$ cat config.mk
export PLATFORM = sky130hd
export DESIGN_NAME = reg_access_ctrl
export DESIGN_NICKNAME = d
export VERILOG_FILES = /design/src/rtl/reg_pkg.sv /design/src/rtl/reg_scoreboard.sv /design/src/rtl/reg_access_ctrl.sv
export SDC_FILE = /design/constraint.sdc
export NUM_CORES = 1
export LEC_CHECK = 0
export ABC_CLOCK_PERIOD_IN_PS = 4300
export CAP_MARGIN = 20
export CORE_ASPECT_RATIO = 0.7
export CORE_MARGIN = 8
export CORE_UTILIZATION = 42
export DETAILED_ROUTE_END_ITERATION = 8
export PLACE_DENSITY = 0.83
export SYNTH_ARGS = -nofsm -noshare
export SYNTH_HDL_FRONTEND = slang
export SYNTH_SLANG_ARGS = --single-unit
$ cat constraint.sdc
create_clock -name clk -period 4.3 [get_ports clk]
set_input_delay 0.86 -clock clk [delete_from_list [all_inputs] [get_ports clk]]
set_output_delay 0.86 -clock clk [all_outputs]
set_load 0.05 [all_outputs]
$ cat src/rtl/reg_pkg.sv
// Shared definitions for the register access controller: default widths,
// register count and the issue FSM state encoding.
package reg_pkg;

   localparam int DATA_W   = 9;
   localparam int ADDR_W   = 2;
   localparam int NUM_REGS = 4;

   typedef enum logic [1:0] {
      ST_IDLE = 2'd0,
      ST_READ = 2'd1,
      ST_HOLD = 2'd2
   } state_e;

endpackage

$ cat src/rtl/reg_scoreboard.sv
// Pending-write scoreboard: one bit per register marks an outstanding
// writeback. Hazard compare uses only the registered mask, so a writeback
// releases dependants one cycle after it arrives.
module reg_scoreboard #(
   parameter int ADDR_W   = reg_pkg::ADDR_W,
   parameter int NUM_REGS = reg_pkg::NUM_REGS
) (
   input  logic              clk,
   input  logic              rst,
   input  logic [ADDR_W-1:0] src0,
   input  logic [ADDR_W-1:0] src1,
   input  logic [ADDR_W-1:0] dst,
   input  logic              dst_wb,
   input  logic              set_en,
   input  logic              clr_en,
   input  logic [ADDR_W-1:0] clr_addr,
   output logic              hazard
);

   logic [NUM_REGS-1:0] pending;
   logic [NUM_REGS-1:0] pending_nxt;

   // Hazard when a source is pending, or the destination is pending for a writing op
   always_comb begin
      hazard = pending[src0] | pending[src1] | (dst_wb & pending[dst]);
   end

   // Next mask: clear first, then set, so a same-edge set of one bit wins
   always_comb begin
      pending_nxt = pending;
      if (clr_en) pending_nxt[clr_addr] = 1'b0;
      if (set_en) pending_nxt[dst]      = 1'b1;
   end

   // Mask register
   always_ff @(posedge clk) begin
      if (rst) pending <= '0;
      else     pending <= pending_nxt;
   end

endmodule

$ cat src/rtl/reg_access_ctrl.sv
// Register access controller: accepts one issue at a time, reads both source
// operands from the register file (with bypass from a same-edge writeback),
// and presents them as a held operand bundle until the ALU takes it.
module reg_access_ctrl import reg_pkg::*; #(
   parameter int DATA_W = reg_pkg::DATA_W,
   parameter int ADDR_W = reg_pkg::ADDR_W
) (
   input  logic                     clk,
   input  logic                     rst,
   input  logic                     iss_valid,
   output logic                     iss_ready,
   input  logic [ADDR_W-1:0]        iss_src0,
   input  logic [ADDR_W-1:0]        iss_src1,
   input  logic [ADDR_W-1:0]        iss_dst,
   input  logic                     iss_wb,
   output logic                     op_valid,
   input  logic                     op_ready,
   output logic signed [DATA_W-1:0] op_data0,
   output logic signed [DATA_W-1:0] op_data1,
   output logic [ADDR_W-1:0]        op_dst,
   input  logic                     wb_valid,
   input  logic [ADDR_W-1:0]        wb_addr,
   input  logic signed [DATA_W-1:0] wb_data,
   output logic                     rf_rd_en,
   output logic [ADDR_W-1:0]        rf_rd0_addr,
   output logic [ADDR_W-1:0]        rf_rd1_addr,
   output logic                     rf_wr_en,
   output logic [ADDR_W-1:0]        rf_wr_addr,
   output logic signed [DATA_W-1:0] rf_wr_data,
   input  logic signed [DATA_W-1:0] rf_rd0_data,
   input  logic signed [DATA_W-1:0] rf_rd1_data
);

   state_e state_q, state_d;
   logic   hazard;
   logic   accept;
   logic   op_accept;

   logic                     byp0_p0;
   logic                     byp1_p0;
   logic signed [DATA_W-1:0] byp_data_p0;
   logic [ADDR_W-1:0]        dst_p0;

   reg_scoreboard #(
      .ADDR_W   (ADDR_W),
      .NUM_REGS (1 << ADDR_W)
   ) u_sb (
      .clk      (clk),
      .rst      (rst),
      .src0     (iss_src0),
      .src1     (iss_src1),
      .dst      (iss_dst),
      .dst_wb   (iss_wb),
      .set_en   (accept & iss_wb),
      .clr_en   (wb_valid),
      .clr_addr (wb_addr),
      .hazard   (hazard)
   );

   // Handshakes and register-file port drive; reset masks both RF strobes
   always_comb begin
      iss_ready   = (state_q == ST_IDLE) && !hazard;
      accept      = iss_valid && iss_ready && !rst;
      op_accept   = op_valid && op_ready;
      rf_rd_en    = accept;
      rf_rd0_addr = iss_src0;
      rf_rd1_addr = iss_src1;
      rf_wr_en    = wb_valid && !rst;
      rf_wr_addr  = wb_addr;
      rf_wr_data  = wb_data;
   end

   // FSM next state: one read cycle, then hold until the bundle is taken
   always_comb begin
      state_d = state_q;
      case (state_q)
         ST_IDLE: if (accept)    state_d = ST_READ;
         ST_READ:                state_d = ST_HOLD;
         ST_HOLD: if (op_accept) state_d = ST_IDLE;
         default:                state_d = ST_IDLE;
      endcase
   end

   // FSM state register
   always_ff @(posedge clk) begin
      if (rst) state_q <= ST_IDLE;
      else     state_q <= state_d;
   end

   // Stage p0 (accept edge): note same-edge writeback hits on either source
   always_ff @(posedge clk) begin
      if (accept) begin
         byp0_p0     <= wb_valid && (wb_addr == iss_src0);
         byp1_p0     <= wb_valid && (wb_addr == iss_src1);
         byp_data_p0 <= wb_data;
         dst_p0      <= iss_dst;
      end
   end

   // Stage p1 (read edge): capture operands, bypass overriding stale RF data
   always_ff @(posedge clk) begin
      if (rst) begin
         op_data0 <= '0;
         op_data1 <= '0;
         op_dst   <= '0;
      end else if (state_q == ST_READ) begin
         op_data0 <= byp0_p0 ? byp_data_p0 : rf_rd0_data;
         op_data1 <= byp1_p0 ? byp_data_p0 : rf_rd1_data;
         op_dst   <= dst_p0;
      end
   end

   // Bundle valid: raised with the capture, dropped when the ALU accepts
   always_ff @(posedge clk) begin
      if (rst)                       op_valid <= 1'b0;
      else if (state_q == ST_READ)   op_valid <= 1'b1;
      else if (op_accept)            op_valid <= 1'b0;
   end

endmodule

==> qor.yml, run 1 <==
run_status: "complete, no violations"
worst_setup_path_start_kind: "primary input"
placed_cells_incl_taps: 284
yosys_warnings: 0
post-dp-hpwl_um: 3790
overflow: 0
postCtsSetupRepairBufs: 0
worst_slew_pin_slew_ns: 0.574
clockRootBuffer: "sky130_fd_sc_hd__clkbuf_8"
vias_in_the_first_global_route: 1586
drv_slew: 0
htree_levels: 2
netlist_instances: 172
post-route-min-period_ns: 3.69
clock-skew-final_ns: 0.00727
synth_async_sr_flop_share_pct: 0
timing.setup.tns_ns: 0
rr_endpoint: "byp_data_p0[6]"
core-area_sq_um: 4280
area.sequential_sq_um: 931
drt-pass1-iter-count: 4
crit-reg2reg-launch: "u_sb.pending[3]"
r2r_slack_ns: 2.15
critical_path_peak_fanout: 3
post_drt_via_cell_ratio: 5.14
layout-area-overhead-vs-synth_pct: 49.7
design.portCount: 80
post_synth.cell_area_avg_sq_um: 10.7
avgRoutedWirePerCell_um: 16.9
clockBufferDepth: 2
crit_type: "primary input to primary output"
floorplan.initialDensity_pct: 43.0
timing.hold.worst_endpoint: "op_dst[0]"
synth_cell_type_count: 28
netlist_area_sq_um: 1840
ys.flop_type: "sky130_fd_sc_hd__dfxtp_1"
number_of_remaining_drc_errors: 0
final_count_of_hold_timing_violations: 0
critPathBufInv: 2
hold_ws_ns: 0.459
post-route-period-util_pct: 85.9
max_freq_mhz: 271
detailedPlace.worstSlack_ns: 0.614
worst_min_path_start: "op_dst[0]"
floorplan.die_area_sq_um: 6790
finish.net_count: 277
cts_buffers: 5
yosys.cell_count.top_type: "sky130_fd_sc_hd__dfxtp_1"
timing.critical_path.arrival_ns: 2.83
die_width_um: 95.2
gp_congestion: 0.900
p_clk_share_pct: 38.0
clkTransAtPathRegs_ns: 0.08
yosysTopAreaCellShare_pct: 29.3
diodes: 0
netSwitchingFraction_pct: 27.1
layout.cell_area.non_filler_sq_um: 2760
drv.max_cap_violation_count: 0
core.rowCount: 20
placedInstanceArea_sq_um: 2600
antenna_violating_nets_post_route: 0
post_route_cells_drive_above_1_share_pct: 8.44
layoutNonFillerInstCount: 292
intPower_uw: 811
synth.top_cells.by_count: "sky130_fd_sc_hd__dfxtp_1 (27), sky130_fd_sc_hd__mux2i_1 (20), sky130_fd_sc_hd__nor2_1 (19)"
footprint_of_the_multi_input_gates_sq_um: 766
die_y_um: 71.4
worst_setup_path_end_kind: "primary output"
num_vias: 1501
power_density_nw_per_um2: 403
grt_antenna_before_repair: 0
slew-limit-headroom_pct: 61.7
worst_path_dominant_cell_family: "buffers and inverters"
worstPathCellList: "clkdlybuf4s50_1, mux4_2, or2_1, nor4_4, buf_12"
rsz0062_at_grt: "false"
crit_slowest_cell: "sky130_fd_sc_hd__mux4_2"
report.final.setup_viol: 0
holdPathStages: 2
tritoncts: "yes"
n_fill_cell: 356
gr-usage-all-layers_pct: 15.3
grt_pass1_wl_um: 8140
synthDominantAreaCellType: "sky130_fd_sc_hd__dfxtp_1"
critical_path_depth: 5
power.total_mw: 1.11
setup_slack_ns: 0.606
worstHoldPathType: "flop to flop"
cts_resized: 0
synth_seq_area_share_pct: 50.5
combinationalPowerShare_pct: 23.1
required_ns: 3.44
aggregate_routed_wire_length_um: 4930
pin_count_of_the_biggest_net_entering_global_routing: 39
synth_enable_flop_cells: 13
total_leakage_power_nw: 1.00
utilization_pct: 64.4
ys_top_cells_by_area: "sky130_fd_sc_hd__dfxtp_1 (29%), sky130_fd_sc_hd__edfxtp_1 (21%), sky130_fd_sc_hd__mux2i_1 (11%)"
synth-seq-cells: 40
ir_worst_vdd_mv: 0.224
power_switching_uw: 301
critical_path.max_stage_delay_ns: 0.55
cts.hold.buffers_added: 0
sequentialPowerShare_pct: 38.9
clkSinkCount: 40
worst_skew_late_latency_ns: 0.29
io_buffers: 79
iteration_0_drc_count_of_the_detailed_router: 57
timing.reg2reg.worst_path_depth: 4
post_synthesis_net_count: 213
state kept, by name, summed over array words and instances (netlist names):
signal / count
state_q: 2
u_sb.pending: 4
byp0_p0: 1
byp1_p0: 1
dst_p0: 2
op_data0: 9
op_data1: 9
op_dst: 2
byp_data_p0: 9
op_valid: 1
how the worst max path moves through the flow:
| stage | slack, ns | from | endpoint |
|---|---|---|---|
| after floorplan | 0.16 | iss_src1[0] | rf_rd_en |
| after global placement | 0.61 | iss_src1[0] | rf_rd_en |
| after detailed placement | 0.61 | iss_src1[0] | rf_rd_en |
| after CTS | 0.58 | iss_src1[0] | rf_rd_en |
| after global routing | 0.52 | iss_src1[0] | rf_rd_en |
| final | 0.61 | iss_src1[0] | rf_rd_en |
worst reg2reg max path, cell delays in order (launching register included):
cell and delay [ns]:
sky130_fd_sc_hd__dfxtp_1 0.35, sky130_fd_sc_hd__mux4_2 0.51, sky130_fd_sc_hd__or2_1 0.29, sky130_fd_sc_hd__nor4_4 0.41, sky130_fd_sc_hd__buf_4 0.29
layout by cell type, fill, tap and decap left out, drive strengths merged, types with 5 or more instances in the layout:
cell / netlist / routed
mux2i: 20 / 20
nor2: 19 / 19
edfxtp: 13 / 13
a21oi: 5 / 5
nand2: 6 / 6
clkbuf: 9 / 5
buf: 16 / 5
a211oi: 18 / 18
clkdlybuf4s50: 0 / 77
dfxtp: 27 / 27
power groups by stage:
stage / combinational (mW) / sequential [mW] / clock (mW)
finish: 0.257 / 0.432 / 0.422
global route: 0.272 / 0.436 / 0.451
CTS: 0.260 / 0.432 / 0.433
detailed placement: 0.258 / 0.441 / 0
global placement: 0.256 / 0.440 / 0
floorplan: 0.111 / 0.487 / 0
logic make-up after synthesis:
| logic type | share of synthesized area (%) |
|---|---|
| compound gates | 11.5 |
| buf+inv | 8.83 |
| mux | 13.3 |
| xor+xnor | 1.90 |
| flops | 50.5 |
| simple gates | 13.9 |
metal layers:
layer	track usage (%)	part of all wire, %	wire, um	up-vias
li1	-	-	-	739
met1	20.1	44	2190	689
met2	22.0	44	2170	66
met3	5.74	10	500	7
met4	5.86	1.3	65	0
met5	0	0	0	-
final cells by class:
class	instances	share of cell area [%]
repair buffers	82	29.8
multi-input cells	104	27.8
clock buffers	5	2.50
inverters	3	0.409
well taps	55	2.50
clock inverters	3	3.27
flip-flops and latches	40	33.8
No activity file was read; power rests on OpenSTA's default activity.
==> run 2, diff against run 1 <==
--- a/config.mk
+++ b/config.mk
@@ -11,6 +11,7 @@
 export CORE_MARGIN = 8
 export CORE_UTILIZATION = 42
 export DETAILED_ROUTE_END_ITERATION = 8
+export HOLD_SLACK_MARGIN = 0.02
 export PLACE_DENSITY = 0.83
 export SYNTH_ARGS = -nofsm -noshare
 export SYNTH_HDL_FRONTEND = slang
==> results of run 2 <==
The final DEF is identical to that of run 1; final timing and power are the same.
==> run 3, diff against run 2 <==
--- a/config.mk
+++ b/config.mk
@@ -12,7 +12,7 @@
 export CORE_UTILIZATION = 42
 export DETAILED_ROUTE_END_ITERATION = 8
 export HOLD_SLACK_MARGIN = 0.02
-export PLACE_DENSITY = 0.83
+export PLACE_DENSITY = 0.8
 export SYNTH_ARGS = -nofsm -noshare
 export SYNTH_HDL_FRONTEND = slang
 export SYNTH_SLANG_ARGS = --single-unit
==> run 3 against run 2 <==
  * Via count decreased by 2.7%
  * Critical path depth did not move
  * Sequential cell count stayed put
  * Core utilization fell by 1.2 points
  * Sequential share of layout area is 0.64 points higher
  * Clock power decreased by 30%
  * Power shrank 12%
  * Clock skew hardly changed
  * Clock-buffer cell count grew 1
  * Design area decreased by 1.9%
  * Largest cell class unchanged
  * Largest power group unchanged
==> qor.yml, run 3 (synthesis results as in run 1) <==
htree_levels: 2
clockBufferDepth: 2
post_route_cells_drive_above_1_share_pct: 8.02
cts.hold.buffers_added: 0
postCtsSetupRepairBufs: 0
ir_worst_vdd_mv: 0.210
run_status: "complete, no violations"
avgRoutedWirePerCell_um: 16.9
num_vias: 1460
floorplan.die_area_sq_um: 6790
rr_endpoint: "byp1_p0"
aggregate_routed_wire_length_um: 4940
clockRootBuffer: "sky130_fd_sc_hd__clkbuf_8"
worst_min_path_start: "op_dst[0]"
timing.hold.worst_endpoint: "op_dst[0]"
worstPathCellList: "clkdlybuf4s50_1, mux4_2, or2_1, nor4_4, buf_12"
antenna_violating_nets_post_route: 0
critical_path_peak_fanout: 3
holdPathStages: 2
max_freq_mhz: 271
report.final.setup_viol: 0
worst_path_dominant_cell_family: "buffers and inverters"
worst_slew_pin_slew_ns: 0.627
pin_count_of_the_biggest_net_entering_global_routing: 39
required_ns: 3.44
clkTransAtPathRegs_ns: 0.07
critical_path.max_stage_delay_ns: 0.55
finish.net_count: 277
drt-pass1-iter-count: 4
gp_congestion: 0.835
drv.max_cap_violation_count: 0
core-area_sq_um: 4280
overflow: 0
power_density_nw_per_um2: 364
cts_resized: 0
largest_registers: "byp_data_p0: 9 flops, op_data0: 9 flops, op_data1: 9 flops"
timing.setup.tns_ns: 0
design.portCount: 80
worst_skew_late_latency_ns: 0.28
timing.reg2reg.worst_path_depth: 4
clkSinkCount: 40
n_fill_cell: 336
grt_pass1_wl_um: 8070
gr-usage-all-layers_pct: 15.4
final_count_of_hold_timing_violations: 0
rsz0062_at_grt: "false"
clock-skew-final_ns: 0.00706
vias_in_the_first_global_route: 1590
drv_slew: 0
crit_type: "primary input to primary output"
tritoncts: "yes"
diodes: 0
cts_buffers: 5
total_leakage_power_nw: 0.981
mostFrequentLayoutCell: "sky130_fd_sc_hd__clkdlybuf4s50_1"
worst_setup_path_end_kind: "primary output"
timing.critical_path.arrival_ns: 2.83
critPathBufInv: 2
layout_common_cells: "sky130_fd_sc_hd__clkdlybuf4s50_1 (77), sky130_fd_sc_hd__dfxtp_1 (27), sky130_fd_sc_hd__mux2i_1 (20)"
layout-area-overhead-vs-synth_pct: 46.9
core.rowCount: 20
r2r_slack_ns: 2.13
crit-reg2reg-launch: "u_sb.pending[3]"
number_of_remaining_drc_errors: 0
io_buffers: 79
grt_antenna_before_repair: 0
post-dp-hpwl_um: 3780
slew-limit-headroom_pct: 58.2
post_drt_via_cell_ratio: 5.00
crit_slowest_cell: "sky130_fd_sc_hd__mux4_2"
iteration_0_drc_count_of_the_detailed_router: 101
post-route-min-period_ns: 3.69
floorplan.initialDensity_pct: 43.0
worstHoldPathType: "flop to flop"
power.total_uw: 983
die_width_um: 95.2
die_y_um: 71.4
post-route-period-util_pct: 85.8
worst_setup_path_start_kind: "primary input"
run 3: stage by stage:
step | area [sq um] | instances | util [%] | hold WS (ns) | worst slack, ns
after floorplan | 1850 | 172 | - | 0.471 | 0.159
after global placement | 2600 | 284 | 60.7 | 0.442 | 0.641
after detailed placement | 2600 | 284 | 60.7 | 0.449 | 0.636
after CTS | 2710 | 292 | 63.2 | 0.458 | 0.604
after global routing | 2710 | 292 | 63.2 | 0.483 | 0.556
final | 2710 | 292 | 63.2 | 0.459 | 0.611
run 3: worst max-delay path by stage:
stage	startpoint	end	slack, ns	cells past startpoint
after global placement	iss_src1[0]	rf_rd_en	0.64	5
after global routing	iss_src1[0]	rf_rd_en	0.56	5
final	iss_src1[0]	rf_rd_en	0.61	5
after CTS	iss_src1[0]	rf_rd_en	0.60	5
after detailed placement	iss_src1[0]	rf_rd_en	0.64	5
after floorplan	iss_src1[0]	rf_rd_en	0.16	3
run 3: metal layers:
layer  share of wire (%)  vias up  track usage (%)  wire length, um
met2                  44       51             22.8             2180
met3                 9.1        4             6.16              450
li1                    -      747                -                -
met4                0.83        0             5.69               41
met5                   0        -                0                0
met1                  46      658             19.6             2270
run 3: power by group:
part	switching, mW	internal [mW]
logic	0.152	0.106
clock network	0.122	0.172
registers	0.0173	0.415
total	0.290	0.693
run 3: worst reg2reg max path, cell delays in order, from the launching register on:
cell	delay (ns)
sky130_fd_sc_hd__dfxtp_1	0.35
sky130_fd_sc_hd__mux4_2	0.51
sky130_fd_sc_hd__or2_1	0.30
sky130_fd_sc_hd__nor4_4	0.39
sky130_fd_sc_hd__buf_4	0.30
run 3: cell type report:
class / instances / area, sq um / area share (%)
Clock inverter: 2 / 35.0 / 1.30
Sequential cell: 40 / 931 / 34.4
Tap cell: 55 / 68.8 / 2.54
Timing Repair Buffer: 82 / 821 / 30.3
Inverter: 3 / 11.3 / 0.416
Clock buffer: 6 / 72.6 / 2.68
Multi-Input combinational cell: 104 / 766 / 28.3
